<file path="src/rtl/muldiv_pkg.sv">
// Shared constants and types for the iterative multiply/divide unit.
// Holds the R-type opcode, the HI/LO-related funct codes, the sequencer
// state enum and the latched operation kind.
package muldiv_pkg;

  localparam logic [5:0] OpRtype    = 6'h00;

  localparam logic [5:0] FunctMfhi  = 6'h10;
  localparam logic [5:0] FunctMthi  = 6'h11;
  localparam logic [5:0] FunctMflo  = 6'h12;
  localparam logic [5:0] FunctMtlo  = 6'h13;
  localparam logic [5:0] FunctMult  = 6'h18;
  localparam logic [5:0] FunctMultu = 6'h19;
  localparam logic [5:0] FunctDiv   = 6'h1A;
  localparam logic [5:0] FunctDivu  = 6'h1B;

  typedef enum logic [1:0] {StIdle, StRun, StFixup} md_state_e;

  typedef enum logic [1:0] {OpMulS, OpMulU, OpDivS, OpDivU} md_op_e;

endpackage

</file>
<file path="src/rtl/muldiv_step.sv">
// One combinational iteration of the multiply/divide datapath.
//   is_div_i : 1 = restoring-divide step, 0 = shift-add multiply step
//   acc_i    : 2*Width accumulator {upper, lower}
//              multiply: {partial product, remaining multiplier bits}
//              divide:   {partial remainder, dividend bits / quotient bits}
//   opb_i    : multiplicand or divisor magnitude
//   acc_o    : accumulator after this iteration
module muldiv_step #(
  parameter int unsigned Width = 32
) (
  input  logic                 is_div_i,
  input  logic [2*Width-1:0]   acc_i,
  input  logic [Width-1:0]     opb_i,
  output logic [2*Width-1:0]   acc_o
);

  logic [Width:0] sum;
  logic [Width:0] rem_sh;
  logic [Width:0] diff;

  always_comb begin
    sum    = {1'b0, acc_i[2*Width-1:Width]} + {1'b0, opb_i};
    // Remainder shifted left with the next dividend bit brought in.
    rem_sh = acc_i[2*Width-1:Width-1];
    diff   = rem_sh - {1'b0, opb_i};
    acc_o  = acc_i;
    if (is_div_i) begin
      // rem_sh < 2*divisor, so a non-negative difference always fits in Width bits.
      if (!diff[Width]) begin
        acc_o = {diff[Width-1:0], acc_i[Width-2:0], 1'b1};
      end else begin
        acc_o = {rem_sh[Width-1:0], acc_i[Width-2:0], 1'b0};
      end
    end else begin
      if (acc_i[0]) begin
        acc_o = {sum, acc_i[Width-1:1]};
      end else begin
        acc_o = {1'b0, acc_i[2*Width-1:1]};
      end
    end
  end

endmodule

</file>
<file path="src/rtl/muldiv_sequencer.sv">
// Iterative multiply/divide sequencer owning the architectural HI/LO registers.
//   clk, rst            : clock, synchronous active-high reset
//   valid_e/op_e/funct_e: instruction currently in EX
//   srca_e, srcb_e      : forwarded rs/rt operands
//   flush_e             : EX instruction squashed this cycle
//   stall_md            : hold IF/ID/EX (HI/LO instruction while a sequence runs)
//   busy                : a sequence is in flight
//   mf_data             : HI or LO for MFHI/MFLO
//   hi, lo              : architectural HI/LO
module muldiv_sequencer
  import muldiv_pkg::*;
#(
  parameter int unsigned WIDTH = 32
) (
  input  logic             clk,
  input  logic             rst,
  input  logic             valid_e,
  input  logic [5:0]       op_e,
  input  logic [5:0]       funct_e,
  input  logic [WIDTH-1:0] srca_e,
  input  logic [WIDTH-1:0] srcb_e,
  input  logic             flush_e,
  output logic             stall_md,
  output logic             busy,
  output logic [WIDTH-1:0] mf_data,
  output logic [WIDTH-1:0] hi,
  output logic [WIDTH-1:0] lo
);

  localparam int unsigned CntW = $clog2(WIDTH + 1);

  md_state_e          state_q, state_d;
  md_op_e             op_q, op_d;
  logic [CntW-1:0]    cnt_q, cnt_d;
  logic [2*WIDTH-1:0] acc_q, acc_d, acc_step;
  logic [WIDTH-1:0]   opb_q, opb_d;
  logic               neg_q, neg_d;
  logic               neg_rem_q, neg_rem_d;
  logic [WIDTH-1:0]   hi_q, hi_d, lo_q, lo_d;

  logic               md_ins, start_fn, signed_fn, a_neg, b_neg, op_is_div;
  logic [WIDTH-1:0]   a_mag, b_mag, quot, rem;
  logic [2*WIDTH-1:0] prod;

  assign op_is_div = (op_q == OpDivS) || (op_q == OpDivU);

  muldiv_step #(
    .Width (WIDTH)
  ) u_step (
    .is_div_i (op_is_div),
    .acc_i    (acc_q),
    .opb_i    (opb_q),
    .acc_o    (acc_step)
  );

  always_comb begin
    md_ins    = valid_e & ~flush_e & (op_e == OpRtype) &
                (funct_e inside {FunctMfhi, FunctMthi, FunctMflo, FunctMtlo,
                                 FunctMult, FunctMultu, FunctDiv, FunctDivu});
    start_fn  = funct_e inside {FunctMult, FunctMultu, FunctDiv, FunctDivu};
    signed_fn = (funct_e == FunctMult) || (funct_e == FunctDiv);
    a_neg     = signed_fn & srca_e[WIDTH-1];
    b_neg     = signed_fn & srcb_e[WIDTH-1];
    a_mag     = a_neg ? (~srca_e + 1'b1) : srca_e;
    b_mag     = b_neg ? (~srcb_e + 1'b1) : srcb_e;

    prod = neg_q ? (~acc_q + 1'b1) : acc_q;
    quot = acc_q[WIDTH-1:0];
    rem  = acc_q[2*WIDTH-1:WIDTH];

    state_d   = state_q;
    op_d      = op_q;
    cnt_d     = cnt_q;
    acc_d     = acc_q;
    opb_d     = opb_q;
    neg_d     = neg_q;
    neg_rem_d = neg_rem_q;
    hi_d      = hi_q;
    lo_d      = lo_q;

    unique case (state_q)
      StIdle: begin
        if (md_ins) begin
          if (start_fn) begin
            state_d   = StRun;
            cnt_d     = CntW'(WIDTH);
            acc_d     = {{WIDTH{1'b0}}, a_mag};
            opb_d     = b_mag;
            neg_d     = a_neg ^ b_neg;
            neg_rem_d = a_neg;
            unique case (funct_e)
              FunctMult:  op_d = OpMulS;
              FunctMultu: op_d = OpMulU;
              FunctDiv:   op_d = OpDivS;
              default:    op_d = OpDivU;
            endcase
          end else if (funct_e == FunctMthi) begin
            hi_d = srca_e;
          end else if (funct_e == FunctMtlo) begin
            lo_d = srca_e;
          end
        end
      end
      StRun: begin
        acc_d = acc_step;
        cnt_d = cnt_q - 1'b1;
        if (cnt_q == CntW'(1)) begin
          state_d = StFixup;
        end
      end
      StFixup: begin
        state_d = StIdle;
        if (op_is_div) begin
          // Divide by zero: quotient forced to all ones; the remainder path
          // already reproduces the dividend once its sign is restored.
          lo_d = (opb_q == '0) ? '1 : (neg_q ? (~quot + 1'b1) : quot);
          hi_d = neg_rem_q ? (~rem + 1'b1) : rem;
        end else begin
          hi_d = prod[2*WIDTH-1:WIDTH];
          lo_d = prod[WIDTH-1:0];
        end
      end
      default: state_d = StIdle;
    endcase
  end

  always_ff @(posedge clk) begin
    if (rst) begin
      state_q   <= StIdle;
      op_q      <= OpMulS;
      cnt_q     <= '0;
      acc_q     <= '0;
      opb_q     <= '0;
      neg_q     <= 1'b0;
      neg_rem_q <= 1'b0;
      hi_q      <= '0;
      lo_q      <= '0;
    end else begin
      state_q   <= state_d;
      op_q      <= op_d;
      cnt_q     <= cnt_d;
      acc_q     <= acc_d;
      opb_q     <= opb_d;
      neg_q     <= neg_d;
      neg_rem_q <= neg_rem_d;
      hi_q      <= hi_d;
      lo_q      <= lo_d;
    end
  end

  assign busy     = (state_q != StIdle);
  assign stall_md = md_ins & (state_q != StIdle);
  assign mf_data  = (funct_e == FunctMfhi) ? hi_q : lo_q;
  assign hi       = hi_q;
  assign lo       = lo_q;

endmodule

</file>
<file path="config.mk">
export PLATFORM = sky130hd
export DESIGN_NAME = muldiv_sequencer
export DESIGN_NICKNAME = d
export VERILOG_FILES = /design/src/rtl/muldiv_pkg.sv /design/src/rtl/muldiv_step.sv /design/src/rtl/muldiv_sequencer.sv
export SDC_FILE = /design/constraint.sdc
export NUM_CORES = 1
export LEC_CHECK = 0
export ABC_AREA = 0
export CAP_MARGIN = 20
export CORE_MARGIN = 1
export CORE_UTILIZATION = 50
export CTS_BUF_LIST = sky130_fd_sc_hd__clkbuf_2
export CTS_CLUSTER_SIZE = 28
export DETAILED_ROUTE_END_ITERATION = 8
export GPL_TIMING_DRIVEN = 0
export PLACE_DENSITY = 0.72
export SETUP_SLACK_MARGIN = 0.15
export SLEW_MARGIN = 20
export SYNTH_ARGS = -nofsm -noshare
export SYNTH_HDL_FRONTEND = slang
export SYNTH_SLANG_ARGS = --single-unit
</file>
<file path="constraint.sdc">
create_clock -name clk -period 7.41 [get_ports clk]
set_input_delay 2.223 -clock clk [delete_from_list [all_inputs] [get_ports clk]]
set_output_delay 2.223 -clock clk [all_outputs]
set_load 0.05 [all_outputs]
</file>
Yosys cells after proc, flatten, opt, wreduce, memory -nomap -nowiden
Cells that the tools add are included.
{"block": "word_totals", "ff_bits": 172, "output_inout_bits": 98}
{"block": "op_classes", "add_sub_neg": 8, "n_eq_ne": 20, "muxes": 32, "bitwise": 13, "n_reduce_logical": 15}
{"cell": "two-way mux 32 bit", "count": 15}
{"cell": "two-way mux 64 bit", "count": 6}
{"cell": "adder 32 x 1 -> 32 bit, second input constant", "count": 4}
{"cell": "NOT 32 bit", "count": 4}
{"cell": "one-hot mux 32 bit (2 select lines)", "count": 2}
{"cell": "one-hot mux 64 bit (2 select lines)", "count": 1}
{"cell": "adder 64 x 1 -> 64 bit, second input constant", "count": 1}
{"cell": "NOT 64 bit", "count": 1}
{"cell": "== test 6 x 5 -> 1 bit, second input constant", "count": 8}
{"cell": "adder 32 x 32 -> 33 bit", "count": 1}
{"cell": "subtractor 33 x 32 -> 33 bit", "count": 1}
{"cell": "logical NOT 32 bit", "count": 1}
{"cell": "!= test 2 bit, second input constant", "count": 7}
{"cell": "two-way mux 6 bit", "count": 2}
{"cell": "one-hot mux 6 bit (2 select lines)", "count": 1}
{"cell": "AND reduction 3 bit", "count": 3}
{"cell": "nonzero test 8 bit", "count": 1}
{"cell": "AND 1 bit", "count": 6}
{"cell": "== test 2 bit, second input constant", "count": 3}
{"cell": "== test 6 x 1 -> 1 bit, second input constant", "count": 1}
{"cell": "logical NOT 6 bit", "count": 1}
{"cell": "two-way mux 2 bit", "count": 3}
{"cell": "one-hot mux 2 bit (3 select lines)", "count": 1}
{"cell": "nonzero test 2 bit", "count": 3}
{"cell": "10 further kinds", "count": 11}

Logic depth before layout (Yosys ltp)
Gate-level depths: netlist (run 1).
{"block": "logic_depth", "ltp_word": 7, "ltp_mapped": 14}

Hierarchy
A second synthesis (run 1) with hierarchy kept.
{"block": "unflattened", "cells_unflattened": 2044, "hier_area_um2": 15721.3}
{"module": "muldiv_sequencer", "n_inst": 1, "cells_per_inst": 1352, "area_per_inst_um2": 10874.2, "seq_area_each_um2": 3423.3}
{"module": "muldiv_step", "n_inst": 1, "cells_per_inst": 692, "area_per_inst_um2": 4847.1, "seq_area_each_um2": 0.0}

Worst setup path before layout (run 1)
No wires, ideal clock.
{"block": "synth_timing", "kind": "input to output", "from": "input funct_e[2]", "to": "output mf_data[10]", "arrival_time_ns": 3.593, "t_required_ns": 5.187, "path_slack_ns": 1.594, "path_stages": 5, "path_cell_list": "or3b_2 > nor2_1 > nand2_1 > buf_1 > mux2_2"}
{"block": "synth_via", "elab_chain_cells": 2}
{"item": "start: declaration", "line_no": "muldiv_sequencer.sv:19", "rtl": "input logic [5:0] funct_e,"}
{"item": "== test 6 x 5 -> 1 bit", "line_no": "muldiv_sequencer.sv:153", "rtl": "assign mf_data = (funct_e == FunctMfhi) ? hi_q : lo_q;"}
{"item": "two-way mux 32 bit", "line_no": "muldiv_sequencer.sv:153"}
{"item": "end: declaration", "line_no": "muldiv_sequencer.sv:25", "rtl": "output logic [WIDTH-1:0] mf_data,"}
No other way between the ends.

Worst setup path in the final report (run 1)
{"block": "layout_timing", "from": "input funct_e[4]", "to": "output mf_data[11]"}
Same word-level chain as after synthesis.

==> impl_metrics.csv, run 1 <==
group,metric,value,unit
worst_setup_path,required,5190,ps
synth,synth_seq_cells,171,
timing,timing.final.crit_share,97.0,%
timing,period_needed,7190,ps
clock_tree,cts_tree,"built",
drt,via_count,17500,
finish,final_nets,2353,
floorplanning,dieArea,0.0306,sq mm
drt,drt-wirelength-per-cell,25.9,um
global_route,antenna_found_initial,1,
place,portBuffers,176,
floorplanning,start_util,51.4,%
synth,synth_ff_type,"dfxtp_1",
pwr,ir_drop,86.3,uV
timing,slew_violations,0,
synth,synth.area.top_cells,"dfxtp_1 (23%), a21oi_1 (6.9%), ha_1 (5.9%)",
worst_setup_path,slowest_delay,800,ps
synth,synth_top_area_share,22.9,%
worst_setup_path,start_kind,"input port",
pwr,p_leak,6.59,nW
global_route,grt.overflow.total,0,
place,place_inst,2566,
timing,skew,59.4,ps
drt,drt-initial-drc-count,2389,
floorplanning,coreArea,0.0291,sq mm
synth,synth_area,0.0149,sq mm
clock_tree,clock-sinks,171,
worst_setup_path,worstPathCellList,"clkdlybuf4s50_1, or3b_2, nor2_1, nand2_1, buf_1, mux2_2, clkdlybuf4s50_1",
floorplanning,die_h,175,um
pwr,power,1.62,mW
floorplanning,rows,62,
synth,synth_commonest_cells,"a21oi_1 (207), nand2_1 (187), nor2_1 (173), dfxtp_1 (171), o21ai_0 (130)",
synth,synth_warnings,0,
synth,async_reset_ff_share,0,%
synth,yosysMostFrequentCell,"a21oi_1",
place,dp_hpwl,53.2,mm
clock_tree,cts_buffers,17,
timing,maxSlewHeadroom,33.2,%
synth,syn_nets,2156,
worst_setup_path,endpoint_kind,"primary output",
clock_tree,hold_buffers,0,
clock_tree,clk_latency,910,ps
min_path,worst_hold_path_type,"reg -> reg",
worst_setup_path,worstSetupPathType,"in -> out",
timing,holdWs,495,ps
timing,worst_pin_slew,1000,ps
drt,drt-pass1-iter-count,7,
worst_setup_path,crit_buf_inv,3,
place,gp_congestion,1.05,
worst_setup_path,cp_common_cell,"clkdlybuf4s50_1",
worst_setup_path,path_delay_family,"buffers and inverters",
clock_tree,cts_max_level,4,
clock_tree,clk_pin_slew,300,ps
clock_tree,cts_buffer_depth,2,
finish,final.fill_count,2713,
timing,finalHoldViolations,0,
synth,ys_seq_area_share,22.9,%
synth,yosysTopAreaCell,"dfxtp_1",
timing,setup_tns,0,ps
global_route,grt_pass1_wl,100,mm
drt,wl,67.3,mm
drt,viasPerCell,6.72,
worst_setup_path,crit_arrival,4960,ps
timing,rsz0062_at_grt,"false",
drt,drcViolationCount,0,
finish,layoutNonFillerInstCount,2600,
run_status,status,"completed",
drt,postRouteAntennaNets,0,
worst_setup_path,crit_path_top_delay_cell,"clkdlybuf4s50_1",
job,maxCapViolations,0,
worst_setup_path,cp_max_fo,10,
finish,drive_above_1_share,5.60,%
floorplanning,io_pins,178,
floorplanning,die_x,175,um
timing,finalSetupViolations,0,
synth,synth-edff-count,0,
global_route,track_usage,43.0,%
synth,ys_types,84,
finish,syn2layout_area_growth,17.3,%
timing,timing.fmax,139,MHz
clock_tree,clockRootBuffer,"clkbuf_2",
pwr,power_density,92.3,mW/mm^2
global_route,grt_pass1_vias,16200,
synth,syn_avg_cell_area,7.46,sq um
global_route,grt_max_degree,20,
synth,netlist_instances,2004,
==> layout make-up <==
cell class                      instances  area, sq um  area share, %
Clock inverter                         15          170          0.971
Clock buffer                           17         85.1          0.485
Multi-Input combinational cell       1620        10600           60.8
Sequential cell                       171         3420           19.5
Timing Repair Buffer                  178         1810           10.3
Buffer                                149          667           3.80
Tap cell                              384          480           2.74
Antenna cell                            2         5.00         0.0286
Inverter                               64          240           1.37
==> where the power goes <==
group | leakage, nW | internal (mW) | switching [mW] | total, mW
registers | 1.38 | 0.925 | 0.000297 | 0.925
logic | 5.06 | 0.0587 | 0.0831 | 0.142
clock network | 0.154 | 0.119 | 0.433 | 0.551
==> through the flow <==
step	instance area [sq um]	setup slack, ps	util [%]
after floorplan	14900	1590	-
after global routing	17500	151	60.2
after CTS	17500	159	60.1
after detailed placement	17200	107	59.2
final	17500	223	60.3
after global placement	17200	131	59.1
==> flip-flops by register name (all words and copies together) (netlist names) <==
signal     cells
acc_q         64
hi            32
lo            32
opb_q         32
cnt_q          6
state_q        2
neg_q          1
neg_rem_q      1
op_q           1
==> routing by layer <==
layer	track usage, %	up-vias	share of wire (%)	wire [um]
li1	-	7809	-	-
met1	52.6	8190	38	25700
met2	69.4	1199	44	29900
met3	8.33	284	10	6890
met4	27.0	0	7.2	4830
met5	0	-	0	0
==> cell families after synthesis <==
family	synth area share (%)
AO/OA/AOI/OAI	29.8
flip-flops	22.9
AND/OR/NAND/NOR	20.0
XOR/XNOR	9.43
buffers and inverters	6.02
adder cells (fa/ha/maj)	6.13
multiplexers	5.78
==> repair_timing <==
action	in CTS	in global routing
setup buffers	0	0
resized for setup	3	14
setup endpoints to repair	10	14
==> worst paths after layout <==
kind                               from             endpoint  slack, ps  depth (start not counted)
setup reg to reg  acc_q[0]$_SDFFE_PP0P_  hi[14]$_SDFFE_PP0P_       2880                         12
hold / removal       lo[9]$_SDFFE_PP0P_   lo[9]$_SDFFE_PP0P_        500                          2
setup / recovery             funct_e[4]          mf_data[11]        220                          7
hold reg to reg      lo[9]$_SDFFE_PP0P_   lo[9]$_SDFFE_PP0P_        500                          2
==> layout by cell type (no fill, tap or decap), types with 8 or more instances in the layout <==
| cell | count |
|---|---|
| a21oi_1 | 207 |
| nand2_1 | 187 |
| nor2_1 | 172 |
| dfxtp_1 | 171 |
| clkdlybuf4s50_1 | 161 |
| o21ai_0 | 130 |
| clkbuf_1 | 120 |
| a211oi_1 | 110 |
| xor2_1 | 97 |
| ha_1 | 70 |
| inv_1 | 64 |
| xnor2_1 | 64 |
| nor3_1 | 44 |
| mux2_2 | 43 |
| mux2i_1 | 38 |
| nand3_1 | 34 |
| o31ai_1 | 31 |
| nor4_1 | 30 |
| a21o_1 | 27 |
| o221ai_1 | 22 |
| o211ai_1 | 22 |
| nand2b_1 | 21 |
| nand4_1 | 19 |
| a311oi_1 | 19 |
| nor2b_1 | 18 |
| clkbuf_2 | 18 |
| o41ai_1 | 17 |
| and3_1 | 17 |
| or3_1 | 17 |
| a31oi_1 | 15 |
| dlymetal6s2s_1 | 14 |
| and2_1 | 11 |
| or4_1 | 11 |
| buf_1 | 9 |
| nand3b_1 | 9 |
| o22ai_1 | 8 |
==> worst register-to-register path: cells and delay by family (launching register included) <==
kind | cells | cell delay [ps]
AO/OA/AOI/OAI | 4 | 1450
buffers and inverters | 3 | 1080
AND/OR/NAND/NOR | 3 | 970
flip-flops | 1 | 420
adder cells (fa/ha/maj) | 1 | 390
XOR/XNOR | 1 | 240
Power figures use the tool's default switching activity.
==> run 2, diff against run 1 <==
- SLEW_MARGIN: 20 -> 10
==> impl_metrics.csv, run 2 (same netlist as run 1, synthesis figures left out) <==
group,metric,value,unit
run_status,status,"completed",
clock_tree,clk_latency,880,ps
clock_tree,cts_max_level,4,
drt,wl,67.1,mm
finish,final_cell_mix,"a21oi_1 (207), nand2_1 (187), nor2_1 (173), dfxtp_1 (171), clkdlybuf4s50_1 (155)",
drt,postRouteAntennaNets,0,
min_path,hold_end,"lo[9]$_SDFFE_PP0P_",
clock_tree,cts_buffer_depth,2,
timing,rsz0062_at_grt,"false",
global_route,grt_pass1_wl,99.8,mm
drt,drt-wirelength-per-cell,25.8,um
drt,via_count,17500,
global_route,antenna_found_initial,1,
worst_setup_path,endpoint_kind,"primary output",
worst_setup_path,worstSetupPathType,"in -> out",
pwr,ir_drop,146,uV
floorplanning,die_x,175,um
timing,skew,63.5,ps
job,maxCapViolations,0,
worst_setup_path,start_kind,"input port",
min_path,hp-start,"lo[9]$_SDFFE_PP0P_",
floorplanning,coreArea,0.0291,sq mm
timing,timing.fmax,140,MHz
floorplanning,start_util,51.4,%
min_path,worst_hold_path_type,"reg -> reg",
clock_tree,cts_tree,"built",
floorplanning,io_pins,178,
worst_setup_path,ff2ff_setup_slack,2940,ps
timing,period_needed,7160,ps
drt,drt-initial-drc-count,2324,
finish,largest_reg_flops,64,
clock_tree,clockRootBuffer,"clkbuf_2",
worst_setup_path,cp_common_cell,"clkdlybuf4s50_1",
timing,maxSlewHeadroom,26.5,%
finish,final_common_cell,"a21oi_1",
finish,syn2layout_area_growth,17.6,%
floorplanning,dieArea,0.0306,sq mm
worst_setup_path,slowest_delay,810,ps
place,gp_congestion,1.05,
place,portBuffers,176,
worst_setup_path,rr_startpoint,"acc_q[31]$_SDFFE_PP0P_",
worst_setup_path,rr_endpoint,"acc_q[61]$_SDFFE_PP0P_",
clock_tree,clock-sinks,171,
global_route,grt_max_degree,21,
worst_setup_path,required,5190,ps
place,dpl_cell_area,0.0172,sq mm
drt,drcViolationCount,0,
global_route,grt_pass1_vias,16200,
floorplanning,rows,62,
drt,viasPerCell,6.73,
finish,utilization,60.4,%
pwr,power_density,95.2,mW/mm^2
worst_setup_path,cp-startpoint,"funct_e[4]",
global_route,track_usage,42.8,%
timing,worst_pin_slew,1090,ps
timing,finalSetupViolations,0,
timing,timing.final.crit_share,96.6,%
finish,design_area,0.0176,sq mm
worst_setup_path,cp_max_fo,10,
worst_setup_path,crit_arrival,4930,ps
drt,drt-pass1-iter-count,6,
clock_tree,clk_pin_slew,350,ps
floorplanning,die_h,175,um
timing,slew_violations,0,
clock_tree,cts_buffers,17,
worst_setup_path,crit_path_top_delay_cell,"clkdlybuf4s50_1",
worst_setup_path,reg2regPathDepth,13,
place,dp_hpwl,53.3,mm
timing,finalHoldViolations,0,
finish,top_register,"acc_q",
global_route,grt.overflow.total,0,
pwr,p_leak,6.71,nW
finish,drive_above_1_share,5.47,%
min_path,hold_depth,2,
worst_setup_path,worstPathCellList,"clkdlybuf4s50_1, or3b_2, nor2_1, nand2_1, buf_1, mux2_2, clkdlybuf4s50_1",
finish,final_nets,2353,
timing,setup_tns,0,ps
[run 2: cell count changes in the layout (fill, tap and decap cells not counted), sizes merged]
cell,before,now
clkdlybuf4s50,161,155
dlymetal6s2s,14,20
buf,25,24
clkbuf,140,141
bufinv,0,1
clkinv,7,6
diode,2,1
[run 2: layout make-up]
cell class / instances / area [sq um]
clock inverter: 15 / 215
buffer: 149 / 667
timing repair buffer: 178 / 1820
inverter: 64 / 240
multi-input combinational: 1620 / 10600
clock buffer: 17 / 85.1
fill: 2679 / 11500
tap: 384 / 480
antenna: 1 / 2.50
sequential: 171 / 3420
[run 2: power breakdown]
group	switching, mW	internal [mW]	total [mW]
combinational	0.0826	0.0587	0.141
sequential	0.000299	0.925	0.926
clock	0.448	0.159	0.606
[run 2: metal layers]
metal  track usage (%)  vias to the layer above  wire length [um]
li1                  -                     7801                 -
met1              52.6                     8286             25600
met2              68.8                     1121             30100
met3              7.18                      286              6430
met4              28.7                        0              4990
met5                 0                        -                 0
[run 2: what timing repair did]
item | 4_1_cts | 5_1_grt
endpoints found under the setup margin | 10 | 20
hold buffers | 0 | 0
gates resized for setup | 3 | 20
buffers inserted | 0 | 0
[run 2: metrics by stage]
stage          hold WS (ps)  total power, mW  worst slack [ps]  instances
2_1_floorplan           445            0.988              1590       2004
3_3_place_gp            458             1.07               131       2564
3_5_place_dp            467             1.08               112       2565
4_1_cts                 497             1.65               171       2597
5_1_grt                 526             1.70               150       2599
6_report                495             1.67               254       2599
[run 2: worst max-delay path by stage]
stage	to	slack, ps	cells past startpoint
after CTS	mf_data[22]	170	7
final	mf_data[3]	250	7
after global placement	mf_data[28]	130	7
after floorplan	mf_data[10]	1590	5
after global routing	mf_data[3]	150	7
after detailed placement	mf_data[28]	110	7
[run 2: critical path: cells and delay by family]
family / cells / cell delay [ps]
buffers and inverters: 3 / 1630
and+or+nand+nor: 3 / 750
muxes: 1 / 330
==> run 3, diff against run 2 <==
- SKIP_CTS_REPAIR_TIMING: not set -> 1
==> impl_metrics.csv, run 3 (same netlist as run 1, synthesis figures left out) <==
group,metric,value,unit
timing,setup_tns,0,ps
pwr,ir_drop,147,uV
timing,period_needed,7170,ps
worst_setup_path,ff2ff_setup_slack,2880,ps
clock_tree,clockRootBuffer,"clkbuf_2",
global_route,grt_pass1_wl,99.8,mm
clock_tree,clk_pin_slew,360,ps
run_status,status,"completed",
worst_setup_path,slowest_delay,820,ps
finish,syn2layout_area_growth,17.4,%
drt,via_count,17400,
floorplanning,rows,62,
worst_setup_path,required,5190,ps
drt,drt-pass1-iter-count,7,
finish,final.fill_count,2686,
timing,rsz0062_at_grt,"false",
min_path,hp-start,"lo[9]$_SDFFE_PP0P_",
timing,slew_violations,0,
worst_setup_path,crit_path_top_delay_cell,"clkdlybuf4s50_1",
worst_setup_path,rr_endpoint,"acc_q[61]$_SDFFE_PP0P_",
timing,finalSetupViolations,0,
min_path,worst_hold_path_type,"reg -> reg",
drt,drt-wirelength-per-cell,25.7,um
drt,viasPerCell,6.70,
drt,drt-initial-drc-count,2241,
global_route,antenna_found_initial,1,
place,gp_congestion,1.05,
finish,design_area,0.0175,sq mm
global_route,track_usage,42.8,%
global_route,grt.overflow.total,0,
drt,drcViolationCount,0,
global_route,grt_max_degree,21,
worst_setup_path,worstPathCellList,"clkdlybuf4s50_1, or3b_2, nor2_1, nand2_1, buf_1, mux2_2, clkdlybuf4s50_1",
timing,worst_pin_slew,1140,ps
worst_setup_path,rr_startpoint,"acc_q[31]$_SDFFE_PP0P_",
timing,timing.final.crit_share,96.8,%
drt,wl,66.9,mm
finish,largest_reg_flops,64,
floorplanning,die_h,175,um
worst_setup_path,reg2regPathDepth,13,
worst_setup_path,worstSetupPathType,"in -> out",
timing,maxSlewHeadroom,23.5,%
worst_setup_path,crit_arrival,4950,ps
place,dpl_cell_area,0.0172,sq mm
worst_setup_path,endpoint_kind,"primary output",
clock_tree,cts_tree,"built",
job,maxCapViolations,0,
pwr,p_leak,6.52,nW
finish,seqCellArea,0.00342,sq mm
pwr,power_density,95.2,mW/mm^2
finish,final_cell_mix,"a21oi_1 (207), nand2_1 (187), nor2_1 (173), dfxtp_1 (171), clkdlybuf4s50_1 (166)",
clock_tree,cts_buffers,17,
worst_setup_path,path_delay_family,"buffers and inverters",
place,portBuffers,176,
clock_tree,cts_buffer_depth,2,
timing,skew,75.4,ps
clock_tree,clk_latency,880,ps
finish,final_common_cell,"a21oi_1",
finish,drive_above_1_share,5.47,%
clock_tree,cts_max_level,4,
floorplanning,coreArea,0.0291,sq mm
worst_setup_path,start_kind,"input port",
worst_setup_path,crit_buf_inv,3,
finish,final_nets,2353,
place,dp_hpwl,53.3,mm
finish,multi_input_area,0.0106,sq mm
finish,top_register,"acc_q",
worst_setup_path,cp_common_cell,"clkdlybuf4s50_1",
drt,postRouteAntennaNets,0,
floorplanning,io_pins,178,
worst_setup_path,cp_max_fo,10,
timing,finalHoldViolations,0,
floorplanning,die_x,175,um
global_route,grt_pass1_vias,16200,
clock_tree,clock-sinks,171,
min_path,hold_depth,2,
floorplanning,start_util,51.4,%
timing,timing.fmax,139,MHz
min_path,hold_end,"lo[9]$_SDFFE_PP0P_",
worst_setup_path,cp-startpoint,"funct_e[4]",
floorplanning,dieArea,0.0306,sq mm
-- run 3: cell count changes in the layout (fill, tap and decap cells not counted) --
cell,change
clkbuf_2,+1
clkdlybuf4s15_2,-1
clkdlybuf4s50_1,+11
dlygate4sd2_1,-1
dlymetal6s2s_1,-10
-- run 3: power by group --
group | internal (mW) | switching [mW] | leakage [nW]
registers | 0.925 | 0.000300 | 1.38
clock network | 0.159 | 0.446 | 0.171
logic | 0.0586 | 0.0821 | 4.97
total | 1.14 | 0.528 | 6.52
-- run 3: layout make-up --
| type | count | share of cell area, % |
|---|---|---|
| buffer | 149 | 3.77 |
| sequential | 171 | 19.5 |
| clock inverter | 15 | 1.23 |
| clock buffer | 17 | 0.485 |
| timing repair buffer | 178 | 10.3 |
| multi-input combinational | 1620 | 60.6 |
| tap | 384 | 2.74 |
| inverter | 64 | 1.37 |
| antenna | 1 | 0.0143 |
-- run 3: tightest hold or removal path, stage by stage (launching register included) --
cell and delay [ps]:
dfxtp_1 410, nand2_1 60, a21oi_1 50
-- run 3: through the flow --
stage          utilization (%)  power [mW]  std cells  setup slack (ps)  hold WS (ps)
6_report                  60.3        1.67       2599               237           499
5_1_grt                   60.3        1.70       2599               151           526
4_1_cts                   60.2        1.65       2597               107           497
3_5_place_dp              59.2        1.08       2565               112           467
3_3_place_gp              59.1        1.07       2564               131           458
2_1_floorplan                -       0.988       2004              1590           445
-- run 3: worst max-delay path by stage --
stage | endpoint | slack [ps] | depth (start not counted)
CTS | mf_data[28] | 110 | 7
finish | mf_data[5] | 240 | 7
global route | mf_data[5] | 150 | 7
floorplan | mf_data[10] | 1590 | 5
detailed placement | mf_data[28] | 110 | 7
global placement | mf_data[28] | 130 | 7
-- run 3: routing by layer --
metal	vias up	global-route usage, %	wire, um
li1	7803	-	-
met1	8204	52.6	25600
met2	1142	68.8	30000
met3	272	7.18	6440
met4	0	28.7	4920
met5	-	0	0
==> edit, RTL diff (settings of run 3) <==
`opb_q`, `hi_q` and `lo_q` no longer have a reset.
--- a/src/rtl/muldiv_sequencer.sv
+++ b/src/rtl/muldiv_sequencer.sv
@@ -130,22 +130,22 @@
       op_q      <= OpMulS;
       cnt_q     <= '0;
       acc_q     <= '0;
-      opb_q     <= '0;
       neg_q     <= 1'b0;
       neg_rem_q <= 1'b0;
-      hi_q      <= '0;
-      lo_q      <= '0;
     end else begin
       state_q   <= state_d;
       op_q      <= op_d;
       cnt_q     <= cnt_d;
       acc_q     <= acc_d;
-      opb_q     <= opb_d;
       neg_q     <= neg_d;
       neg_rem_q <= neg_rem_d;
-      hi_q      <= hi_d;
-      lo_q      <= lo_d;
     end
+  end
+
+  always_ff @(posedge clk) begin
+    opb_q <= opb_d;
+    hi_q  <= hi_d;
+    lo_q  <= lo_d;
   end
 
   assign busy     = (state_q != StIdle);
Check against the original RTL: not equivalent (Yosys sat finds a counterexample within 4 cycles, from zero or initial values and one cycle with rst high).
==> edit against run 3 <==
Sequential power rose by 8%; via count fell by 15%; sequential cell count did not move; final area fell by 2.0%; total power rose by 3.0%; wire length fell by 19%; worst setup slack improved by 300 ps; area after synthesis fell by 2.9%; critical path type unchanged; critical endpoint is now mf_data[22].
==> edit: results (changes against run 3) <==
Layout:
- The count of buffers not belonging to the clock network in the layout is 288 (was 327).
- The area of the multi-input gates was 9490 um^2 (was 10600 um^2).
- The fraction of area in clock buffers and inverters was 1.54% (was 1.71%).
- The non-clock buffering overhead in the final layout came to 13.5% (was 14.0%).
- The proportion of layout cells with a drive suffix above 1 is 5.38% (was 5.47%).
- The number of fillers in the final layout was 2598 (was 2686).
- The multi-input combinational cell count is 1418 (was 1620).
- The number of antenna diodes is 3 (was 1).
- The number of nets in the finished design was 2111 (was 2353).

Worst setup path:
- The peak per-stage delay on the critical path is 450 ps (was 820 ps).
- The number of cells on the worst reg-to-reg path came to 12 (was 13).

Synth:
- The mean instance size in the synthesized netlist came to 8.25 um^2 (was 7.46 um^2).
- The most instantiated flip-flop cell in the synthesis netlist is sky130_fd_sc_hd__edfxtp_1 (was sky130_fd_sc_hd__dfxtp_1).
- The count of distinct cell types in the synthesized netlist is 80 (was 84).
- The number of enable flip-flop cells after synthesis was 96 (was 0).
- Area contributors post-synth: sky130_fd_sc_hd__edfxtp_1, sky130_fd_sc_hd__dfxtp_1, sky130_fd_sc_hd__ha_1 (was sky130_fd_sc_hd__dfxtp_1, sky130_fd_sc_hd__a21oi_1, sky130_fd_sc_hd__ha_1).

Die:
- The area of the placeable core is 28600 um^2 (was 29100 um^2).

Pwr:
- The switching share of power was 28.1% (was 31.6%).
- The power share of the sequential group is 58.3% (was 55.4%).
- The power share of the combinational group was 7.7% (was 8.4%).
- The combinational gate power is 133 uW (was 141 uW).

Status:
- Result of the run: completed (unchanged).

Timing:
- The worst clock skew on the final layout came to 30.9 ps (was 75.4 ps).
- The worst relative slew slack came to 12.9% (was 23.5%).

Placed design:
- The HPWL after detailed placement is 43300 um (was 53300 um).
- The placed instance area is 16800 um^2 (was 17200 um^2).
- The final estimated routing congestion in global placement is 1.01 (was 1.05).
- The worst slack at placement is 135 ps (was 112 ps).

GRT:
- The pin count of the biggest net entering global routing was 37 (was 21).
- The wire length of the first global-routing pass is 80800 um (was 99800 um).
- The number of global-route vias before repair is 14.2k (was 16.2k).

Routing:
- The detailed route wirelength on metal2 was 26400 um (was 30000 um).
- The iteration count of the initial detailed-routing pass came to 6 (was 7).

Worst hold path:
- The cell depth of the worst min-delay path was 1 (was 2).
edit: cell count changes after synthesis, sizes merged, moves of 22 or more:
cell and change:
clkbuf -33, nor2 -34, nand2 -22, a21oi -38, dfxtp -96, a211oi -45
edfxtp +96, mux2i +23
edit: final timing paths:
kind	from	end	slack (ps)
min	cnt_q[5]	cnt_q[5]	500
max	funct_e[4]	mf_data[22]	540
min reg2reg	cnt_q[5]	cnt_q[5]	500
max reg2reg	acc_q[0]	hi[16]	2710
edit: cell families (layout without fill, tap and decap cells):
group / count (synthesis) / in the layout / synth area share [%]
flops: 171 / 171 / 30.2
mux: 96 / 96 / 6.92
other cells: 0 / 3 / 0
fa+ha+maj: 72 / 72 / 6.31
xor+xnor: 166 / 166 / 10.0
simple gates: 537 / 537 / 17.9
compound gates: 547 / 547 / 24.1
buf+inv: 171 / 383 / 4.56
edit: layer usage:
layer  global-route usage, %  vias to the layer above
met4                    22.1                        0
met3                    4.83                      187
met1                    42.4                     6956
met2                    64.0                      764
met5                       0                        -
li1                        -                     6921
